**src/rtl/adma_pkg.sv**
```systemverilog
// Shared constants and descriptor type for the ADMA transaction scheduler
// and the channel controllers that feed it.
package adma_pkg;

  localparam int SRC_ERR_BIT = 0;
  localparam int DST_ERR_BIT = 1;

  localparam logic [1:0] FIXED = 2'b00;
  localparam logic [1:0] INCR  = 2'b01;

  // Default-width descriptor view used by channel controllers.
  localparam int DESC_ADDR_W = 32;
  localparam int DESC_LEN_W  = 8;

  typedef struct packed {
    logic [DESC_ADDR_W-1:0] araddr;
    logic [DESC_LEN_W-1:0]  arlen;
    logic [1:0]             arburst;
    logic [DESC_ADDR_W-1:0] awaddr;
    logic [DESC_LEN_W-1:0]  awlen;
    logic [1:0]             awburst;
  } adma_desc_t;

endpackage

```
**src/rtl/adma_rr_arbiter.sv**
```systemverilog
// Round-robin arbiter: combinational one-hot grant searching from a registered
// pointer, which moves to one past the winner whenever adv is asserted.
module adma_rr_arbiter
  import adma_pkg::*;
#(
  parameter int N = 4,
  localparam int IDX_W = (N > 1) ? $clog2(N) : 1
) (
  input  logic             clk,
  input  logic             rst_n,
  input  logic [N-1:0]     req,
  input  logic             adv,
  output logic [N-1:0]     gnt,
  output logic [IDX_W-1:0] gnt_idx
);

  logic [IDX_W-1:0] ptr;
  logic             found;

  function automatic logic [IDX_W-1:0] wrap_add(input logic [IDX_W-1:0] base, input int off);
    int sum;
    sum = int'(base) + off;
    if (sum >= N) sum = sum - N;
    return IDX_W'(sum);
  endfunction

  always_comb begin
    gnt_idx = '0;
    found   = 1'b0;
    gnt     = '0;
    for (int i = 0; i < N; i++) begin
      if (!found && req[wrap_add(ptr, i)]) begin
        found   = 1'b1;
        gnt_idx = wrap_add(ptr, i);
      end
    end
    for (int i = 0; i < N; i++) begin
      gnt[i] = found && (gnt_idx == IDX_W'(i));
    end
  end

  always_ff @(posedge clk or negedge rst_n) begin
    if (!rst_n) begin
      ptr <= '0;
    end else if (adv) begin
      ptr <= wrap_add(gnt_idx, 1);
    end
  end

endmodule

```
**src/rtl/adma_atx_scheduler.sv**
```systemverilog
// Arbitrates per-channel DMA descriptors onto the data mover's single atx port
// and tracks per-channel outstanding transactions and completion status.
module adma_atx_scheduler
  import adma_pkg::*;
#(
  parameter int DMA_CHN_NUM  = 4,
  parameter int MST_ID_W     = 5,
  parameter int SRC_ADDR_W   = 32,
  parameter int DST_ADDR_W   = 32,
  parameter int ATX_LEN_W    = 8,
  parameter int CHN_OSTD_MAX = 2,
  localparam int DMA_CHN_NUM_W = (DMA_CHN_NUM > 1) ? $clog2(DMA_CHN_NUM) : 1
) (
  input  logic                            clk,
  input  logic                            rst_n,
  input  logic                            sched_en,
  input  logic [DMA_CHN_NUM-1:0]          chn_req_vld,
  output logic [DMA_CHN_NUM-1:0]          chn_req_rdy,
  input  logic [DMA_CHN_NUM*SRC_ADDR_W-1:0] chn_araddr,
  input  logic [DMA_CHN_NUM*ATX_LEN_W-1:0]  chn_arlen,
  input  logic [DMA_CHN_NUM*2-1:0]        chn_arburst,
  input  logic [DMA_CHN_NUM*DST_ADDR_W-1:0] chn_awaddr,
  input  logic [DMA_CHN_NUM*ATX_LEN_W-1:0]  chn_awlen,
  input  logic [DMA_CHN_NUM*2-1:0]        chn_awburst,
  output logic [DMA_CHN_NUM-1:0]          chn_cpl_vld,
  output logic [DMA_CHN_NUM*2-1:0]        chn_cpl_err,
  output logic [DMA_CHN_NUM-1:0]          chn_busy,
  output logic [DMA_CHN_NUM_W-1:0]        atx_chn_id,
  output logic [MST_ID_W-1:0]             atx_arid,
  output logic [MST_ID_W-1:0]             atx_awid,
  output logic [SRC_ADDR_W-1:0]           atx_araddr,
  output logic [ATX_LEN_W-1:0]            atx_arlen,
  output logic [1:0]                      atx_arburst,
  output logic [DST_ADDR_W-1:0]           atx_awaddr,
  output logic [ATX_LEN_W-1:0]            atx_awlen,
  output logic [1:0]                      atx_awburst,
  output logic                            atx_vld,
  input  logic                            atx_rdy,
  output logic [DMA_CHN_NUM*MST_ID_W-1:0] atx_id,
  input  logic [DMA_CHN_NUM-1:0]          atx_done,
  input  logic [DMA_CHN_NUM-1:0]          atx_src_err,
  input  logic [DMA_CHN_NUM-1:0]          atx_dst_err
);

  localparam int OSTD_W = $clog2(CHN_OSTD_MAX + 1);
  localparam logic [OSTD_W-1:0] OSTD_LIMIT = OSTD_W'(CHN_OSTD_MAX);

  logic                     slot_free;
  logic                     grant;
  logic [DMA_CHN_NUM-1:0]   eligible;
  logic [DMA_CHN_NUM-1:0]   arb_req;
  logic [DMA_CHN_NUM-1:0]   gnt;
  logic [DMA_CHN_NUM_W-1:0] gnt_idx;
  logic [DMA_CHN_NUM-1:0]   ostd_inc;
  logic [DMA_CHN_NUM-1:0]   ostd_dec;
  logic [OSTD_W-1:0]        ostd [DMA_CHN_NUM];
  logic [DMA_CHN_NUM-1:0]   src_sticky;
  logic [DMA_CHN_NUM-1:0]   dst_sticky;

  assign slot_free = !atx_vld || atx_rdy;

  // Gated by rst_n so chn_req_rdy reads zero while reset is held.
  always_comb begin
    eligible = '0;
    ostd_inc = '0;
    ostd_dec = '0;
    for (int c = 0; c < DMA_CHN_NUM; c++) begin
      eligible[c] = rst_n && sched_en && chn_req_vld[c] && (ostd[c] < OSTD_LIMIT);
      ostd_inc[c] = gnt[c];
      ostd_dec[c] = atx_done[c] && (ostd[c] != '0);
    end
  end

  assign arb_req     = slot_free ? eligible : '0;
  assign grant       = |gnt;
  assign chn_req_rdy = gnt;

  adma_rr_arbiter #(.N(DMA_CHN_NUM)) u_arb (
    .clk     (clk),
    .rst_n   (rst_n),
    .req     (arb_req),
    .adv     (grant),
    .gnt     (gnt),
    .gnt_idx (gnt_idx)
  );

  always_ff @(posedge clk or negedge rst_n) begin
    if (!rst_n) begin
      atx_vld     <= 1'b0;
      atx_chn_id  <= '0;
      atx_araddr  <= '0;
      atx_arlen   <= '0;
      atx_arburst <= '0;
      atx_awaddr  <= '0;
      atx_awlen   <= '0;
      atx_awburst <= '0;
    end else if (slot_free) begin
      atx_vld <= grant;
      if (grant) begin
        atx_chn_id  <= gnt_idx;
        atx_araddr  <= chn_araddr[int'(gnt_idx)*SRC_ADDR_W +: SRC_ADDR_W];
        atx_arlen   <= chn_arlen[int'(gnt_idx)*ATX_LEN_W +: ATX_LEN_W];
        atx_arburst <= chn_arburst[int'(gnt_idx)*2 +: 2];
        atx_awaddr  <= chn_awaddr[int'(gnt_idx)*DST_ADDR_W +: DST_ADDR_W];
        atx_awlen   <= chn_awlen[int'(gnt_idx)*ATX_LEN_W +: ATX_LEN_W];
        atx_awburst <= chn_awburst[int'(gnt_idx)*2 +: 2];
      end
    end
  end

  assign atx_arid = MST_ID_W'(atx_chn_id);
  assign atx_awid = MST_ID_W'(atx_chn_id);

  for (genvar c = 0; c < DMA_CHN_NUM; c++) begin : g_id
    assign atx_id[c*MST_ID_W +: MST_ID_W] = MST_ID_W'(c);
  end

  // Errors arriving with done are reported in that completion and not carried forward.
  always_ff @(posedge clk or negedge rst_n) begin
    if (!rst_n) begin
      for (int c = 0; c < DMA_CHN_NUM; c++) ostd[c] <= '0;
      src_sticky  <= '0;
      dst_sticky  <= '0;
      chn_cpl_vld <= '0;
      chn_cpl_err <= '0;
    end else begin
      chn_cpl_vld <= atx_done;
      for (int c = 0; c < DMA_CHN_NUM; c++) begin
        if (ostd_inc[c] && !ostd_dec[c]) ostd[c] <= ostd[c] + 1'b1;
        else if (ostd_dec[c] && !ostd_inc[c]) ostd[c] <= ostd[c] - 1'b1;
        chn_cpl_err[2*c+SRC_ERR_BIT] <= atx_done[c] && (src_sticky[c] || atx_src_err[c]);
        chn_cpl_err[2*c+DST_ERR_BIT] <= atx_done[c] && (dst_sticky[c] || atx_dst_err[c]);
        src_sticky[c] <= !atx_done[c] && (src_sticky[c] || atx_src_err[c]);
        dst_sticky[c] <= !atx_done[c] && (dst_sticky[c] || atx_dst_err[c]);
      end
    end
  end

  always_comb begin
    chn_busy = '0;
    for (int c = 0; c < DMA_CHN_NUM; c++) begin
      chn_busy[c] = (ostd[c] != '0) || (atx_vld && (atx_chn_id == DMA_CHN_NUM_W'(c)));
    end
  end

endmodule

```
**config.mk**
```make
export PLATFORM = sky130hd
export DESIGN_NAME = adma_atx_scheduler
export DESIGN_NICKNAME = d
export VERILOG_FILES = /design/src/rtl/adma_pkg.sv /design/src/rtl/adma_rr_arbiter.sv /design/src/rtl/adma_atx_scheduler.sv
export SDC_FILE = /design/constraint.sdc
export NUM_CORES = 1
export LEC_CHECK = 0
export BUFFER_PORTS_ARGS = -buffer_cell sky130_fd_sc_hd__buf_4
export CELL_PAD_IN_SITES_DETAIL_PLACEMENT = 0
export CELL_PAD_IN_SITES_GLOBAL_PLACEMENT = 1
export CORE_AREA = 2 2 190 192
export CTS_CLUSTER_DIAMETER = 200
export CTS_CLUSTER_SIZE = 14
export DETAILED_ROUTE_END_ITERATION = 8
export DIE_AREA = 0 0 192 194
export PLACE_DENSITY_LB_ADDON = 0.08
export SETUP_SLACK_MARGIN = 0.1
export SLEW_MARGIN = 20
export SYNTH_ARGS = -nofsm -noshare
export SYNTH_HDL_FRONTEND = slang
export SYNTH_HIERARCHICAL = 1
export SYNTH_SLANG_ARGS = --single-unit
```
**constraint.sdc**
```tcl
create_clock -name clk -period 3.6 [get_ports clk]
set_input_delay 0.54 -clock clk [delete_from_list [all_inputs] [get_ports clk]]
set_output_delay 0.54 -clock clk [all_outputs]
set_load 0.005 [all_outputs]
```
### Word-level counts from Yosys, hierarchy flattened

Cells that the tools add are included.

* register bits after elaboration: 117
* input port bits: 356
* output and inout port bits: 137
* word-level logic and storage cells: 178

* $add $sub $neg: 17
* magnitude comparators: 13
* equality and inequality tests: 6
* shift operators: 6
* muxes and demuxes: 30
* reduce and logical (&&, ||, !) cells: 89

Operators by type and width (count)
* $shiftx 128x8->32: 2
* $shiftx 32x6->8: 2
* $logic_and 1x1->1: 48
* $mux 2: 17
* $sub 2x1->2 const B: 9
* $logic_not 1->1: 16
* $reduce_bool 2->1: 8
* $shiftx 8x4->2: 2
* $logic_or 1x1->1: 13
* $ge 3x3->1 const B: 4
* $lt 2x3->1 const B: 4
* $add 2x1->2 const B: 4
* $bmux 1 s2: 4
* $eq 2x2->1 const B: 4
* $lt 2x2->1 const B: 4
* $mux 1: 8
* $add 2x1->3 const B: 2
* $add 2x2->3 const B: 2
* $eq 2x1->1 const B: 2
* $logic_not 2->1: 2
* $mux 4: 1
* $reduce_or 4->1: 1
* $ge 2x3->1 const B: 1
* $reduce_and 2->1: 1

### Logic depth before layout (Yosys ltp)

* word-level depth: 22
* mapped depth: 13

### Cells and area by module

Netlist, hierarchy kept.

Modules (own cells, without submodules)
* adma_atx_scheduler: times used 1, cells an instance 413, area each 6815.3 um2, seq. area each 2877.8 um2
* adma_rr_arbiter: times used 1, cells an instance 34, area each 291.5 um2, seq. area each 50.0 um2

### Least setup slack after synthesis

No wires, ideal clock.

* path kind: in2reg
* start: input atx_rdy
* end: register atx_arburst[0]
* setup time: 125 ps
* data arrival time: 3402 ps
* setup slack: 73 ps
* cell stages on the path: 12
* buffers on the path: 2
* cell sequence: nand2b_1 nand3_1 nor3b_1 and3b_1 o32ai_1 ha_1 nor2b_1 nor4_4 a21oi_1 buf_2 buf_4 mux2_4

* word-level cells in the longest chain between the ends: 18
* elaborated cells on any way between the ends: 35

Ends and longest elaborated chain
* from (decl): line adma_atx_scheduler.sv:38 `input logic atx_rdy,`
* $logic_or 1x1->1 (*): line adma_atx_scheduler.sv:60 `assign slot_free = !atx_vld || atx_rdy;`
* $mux 4 (*): line adma_atx_scheduler.sv:74 `assign arb_req = slot_free ? eligible : '0;`
* via arb_req[1]: line adma_atx_scheduler.sv:51 `logic [DMA_CHN_NUM-1:0] arb_req;`
* $bmux 1 s2: line adma_rr_arbiter.sv:32 `if (!found && req[wrap_add(ptr, i)]) begin`
* $mux 1 (implied by the code): line adma_rr_arbiter.sv:32
* $mux 1: line adma_rr_arbiter.sv:32
* $logic_not 1->1: line adma_rr_arbiter.sv:32
* $logic_and 1x1->1: line adma_rr_arbiter.sv:32
* [... 4 more ...]
* $logic_not 1->1: line adma_rr_arbiter.sv:32
* $logic_and 1x1->1: line adma_rr_arbiter.sv:32
* $mux 2: line adma_rr_arbiter.sv:32
* $eq 2x1->1: line adma_rr_arbiter.sv:38 `gnt[i] = found && (gnt_idx == IDX_W'(i));`
* $logic_and 1x1->1 (*): line adma_rr_arbiter.sv:38
* via chn_req_rdy[1]: line adma_atx_scheduler.sv:18 `output logic [DMA_CHN_NUM-1:0] chn_req_rdy,`
* $reduce_or 4->1 (*): line adma_atx_scheduler.sv:75 `assign grant = |gnt;`
* $reduce_and 2->1 (no source line) (*)
* to (signal assigned): line adma_atx_scheduler.sv:103 `atx_arburst <= chn_arburst[int'(gnt_idx)*2 +: 2];`
* to (decl): line adma_atx_scheduler.sv:33 `output logic [1:0] atx_arburst,`

Mark *: on every way through the listed nets, which the timed path passes. The rest lies on a longest branch. The select of a mux whose other input is x is not followed.
A chain may end at the register's enable or synchronous reset.

### Worst setup path in the final report

* start: register atx_vld
* end: output chn_req_rdy[1]

* word-level cells in the longest chain between the ends: 17
* elaborated cells on any way between the ends: 27

Ends and longest elaborated chain
* from (decl): line adma_atx_scheduler.sv:37 `output logic atx_vld,`
* from (signal assigned): line adma_atx_scheduler.sv:98 `atx_vld <= grant;`
* $logic_not 1->1 (*): line adma_atx_scheduler.sv:60
* $logic_or 1x1->1 (*): line adma_atx_scheduler.sv:60
* $mux 4 (*): line adma_atx_scheduler.sv:74
* via arb_req[0]: line adma_atx_scheduler.sv:51
* $bmux 1 s2: line adma_rr_arbiter.sv:32
* $mux 1 (implied by the code): line adma_rr_arbiter.sv:32
* $mux 1: line adma_rr_arbiter.sv:32
* $logic_not 1->1: line adma_rr_arbiter.sv:32
* [... 2 more ...]
* $logic_not 1->1: line adma_rr_arbiter.sv:32
* $logic_and 1x1->1: line adma_rr_arbiter.sv:32
* $mux 1: line adma_rr_arbiter.sv:32
* $logic_not 1->1: line adma_rr_arbiter.sv:32
* $logic_and 1x1->1: line adma_rr_arbiter.sv:32
* $mux 2: line adma_rr_arbiter.sv:32
* $eq 2x1->1: line adma_rr_arbiter.sv:38
* $logic_and 1x1->1 (*): line adma_rr_arbiter.sv:38
* to (decl): line adma_atx_scheduler.sv:18

Marked as above.

==> impl_metrics.py <==
metrics = {
    "run_status": {
        "outcome": "finished clean",
    },
    "route": {
        "dr.pass1.iters": 5,
        "vias": 5659,
        "antenna_left": 0,
        "avgViaCountPerCell": 4.08,
        "routed_wl_mm": 26.2,
        "drcViolationCount": 0,
        "drtIter0Drc": 154,
        "post_drt_wl_per_cell_um": 18.9,
    },
    "grt": {
        "track_usage_pct": 13.7,
        "grt_first_pass_wirelength_mm": 37.9,
        "antenna_found_initial": 1,
        "gr-total-overflow": 0,
        "grt_max_degree": 60,
        "first_global_vias": 6048,
    },
    "sta": {
        "hold_ws_ps": 281,
        "fin_ws_ps": 358,
        "clock.fmax_mhz": 308,
        "hold_viol_final": 0,
        "period_needed_ps": 3240,
        "drv_slew": 0,
        "fin_skew_ps": 11.1,
        "tightest_slew_ps": 823,
        "setup_viol": 0,
        "slew_headroom_pct": 45.2,
        "min_period_over_period_pct": 90.1,
        "rsz0062_at_grt": "false",
        "setup_tns_ps": 0,
    },
    "die": {
        "num_rows": 69,
        "die_w_um": 192,
        "io_pins": 493,
        "die_y_um": 194,
        "die_area_sq_mm": 0.0372,
        "core-area_sq_mm": 0.0352,
        "start_util_pct": 20.2,
    },
    "final_layout": {
        "regArea_sq_mm": 0.00293,
        "multi_input_area_sq_mm": 0.00382,
        "final_cell_mix": "buf_4, dfrtp_1, mux4_2, mux2_4, mux2_2",
        "syn2layout_area_growth_pct": 63.6,
        "layout_commonest_cell": "buf_4",
        "nFillCells": 3562,
        "drive_above_1_share_pct": 74.9,
        "nets": 1277,
        "finalInstanceArea_sq_mm": 0.0116,
        "fin_cells": 1387,
        "antennaDiodeCount": 0,
    },
    "clocking": {
        "clk_pin_slew_worst_paths_ps": 60,
        "cts_tree": "yes",
        "cts_setup_buffers": 0,
        "cts_hold_buf": 0,
        "cts-resized-gates": 0,
        "clk_latency_ps": 410,
        "cts_buffer_depth": 2,
        "htreeDepth": 4,
        "numClockSinks": 117,
        "cts_buffers": 17,
        "cts_root_buf": "clkbuf_16",
    },
    "power": {
        "switchingPower_uw": 2360,
        "switching_share_pct": 31.0,
        "p_leak_uw": 0.00536,
        "vdd_drop_max_v": 0.000289,
        "p_int_uw": 5270,
        "powerDensity_mw_per_mm2": 656,
        "p_comb_share_pct": 46.5,
        "pwr-share-seq_pct": 30.2,
        "clock_power_share_pct": 23.2,
    },
    "job": {
        "drv_cap": 0,
    },
    "synth": {
        "synth-edff-count": 0,
        "synth_area_sq_mm": 0.00711,
        "synth_ff_type": "dfrtp_1",
        "async_reset_ff_share_pct": 100,
        "syn_avg_cell_area_sq_um": 15.9,
        "synth_cells": 447,
        "yosys_warnings": 6,
        "ys_seq_elements": 117,
        "yosysUniqueCellTypes": 37,
        "synth.yosys.seq_area_share_pct": 41.2,
    },
    "place": {
        "pre_cts_slack_ps": 33.2,
        "routabilityCongestion": 0.714,
        "hpwl_mm": 21.0,
        "place_area_sq_mm": 0.0110,
        "dp.cells": 1355,
        "port_buffers": 466,
    },
    "setup_path": {
        "cp-end-kind": "output port",
        "critPathMaxFanout": 4,
        "worstPathArrival_ps": 2700,
        "startpoint_type": "flop",
        "critical_path_required_ps": 3060,
        "timing_worst_setup_path_type": "reg2out",
    },
    "min_path": {
        "hold_class": "in2async",
    },
}
[metrics by stage]
step | util [%] | total power, uW
global placement | 31.2 | 6020
detailed placement | 31.2 | 5990
global route | 33.0 | 8170
floorplan | - | 4250
finish | 33.0 | 7630
CTS | 33.0 | 7840
[kinds of logic (layout without fill, tap and decap cells)]
group / after synthesis / after routing / share of synthesized area [%]
AOI/OAI and AO/OA: 17 / 17 / 1.55
xor gates and xnor gates: 12 / 12 / 1.48
adders and majority gates: 8 / 8 / 1.41
buffers and inverters: 65 / 520 / 6.92
DFF: 117 / 117 / 41.2
muxes: 172 / 172 / 43.1
other: 2 / 26 / 0.106
and+or+nand+nor: 54 / 54 / 4.21
[worst paths after layout]
kind,startpoint,to,slack (ps),cells past startpoint
worst max-delay path,atx_vld$_DFFE_PN0P_,chn_req_rdy[1],360,10
worst min-delay path,rst_n,atx_vld$_DFFE_PN0P_,280,2
worst max register to register,atx_vld$_DFFE_PN0P_,atx_awlen[0]$_DFFE_PN0P_,390,12
worst min register to register,dst_sticky[3]$_DFF_PN0_,dst_sticky[3]$_DFF_PN0_,470,2
max in group asynchronous,rst_n,atx_araddr[20]$_DFFE_PN0P_,1990,3
min in group clk,atx_done[1],chn_cpl_vld[1]$_DFF_PN0_,290,1
[routing by layer]
metal / vias to the layer above / global-route usage (%) / wire [um]
li1: 2590 / - / -
met1: 2801 / 15.2 / 9630
met2: 261 / 25.9 / 14400
met3: 7 / 3.87 / 2050
met4: 0 / 2.21 / 178
met5: - / 0 / 0
[power by group through the flow]
stage          clock (uW)  sequential, uW  combinational, uW
2_1_floorplan           0            2280               1960
3_3_place_gp            0            2340               3680
3_5_place_dp            0            2320               3670
4_1_cts              1850            2320               3670
5_1_grt              1910            2410               3850
6_report             1770            2310               3550
[cell type report]
type,instances,area share [%]
Clock buffer,18,3.78
Clock inverter,14,1.50
Inverter,6,0.194
Multi-Input combinational cell,289,32.8
Sequential cell,117,25.2
Tap cell,461,4.96
Timing Repair Buffer,482,31.6
[Yosys cell counts (all sizes together), types with 5 or more instances]
library cell / n / area share [%]
dfrtp: 117 / 41
mux2: 87 / 16
mux4: 84 / 27
buf: 54 / 6.3
nor2: 23 / 1.2
nor2b: 10 / 0.88
ha: 8 / 1.4
xor2: 8 / 0.99
o21ai: 7 / 0.49
inv: 6 / 0.32
clkbuf: 5 / 0.26
nor3b: 5 / 0.53
[critical path, stage by stage (launching register included)]
cell,delay [ps]
dfrtp_1,380
nand2b_1,90
nand3_1,190
nor3b_2,330
nand2_2,100
and3b_1,200
o32ai_2,290
ha_1,190
nor2b_1,250
buf_4,170
buf_4,100
[flip-flops by register name, indices dropped and copies added, names as in the netlist]
name	cells
src_sticky	4
dst_sticky	4
atx_arlen	8
atx_chn_id	2
atx_awburst	2
chn_cpl_err	8
atx_araddr	32
ostd	8
atx_awlen	8
atx_arburst	2
u_arb/ptr	2
chn_cpl_vld	4
atx_vld	1
atx_awaddr	32
No activity file was read; power rests on OpenSTA's default activity.
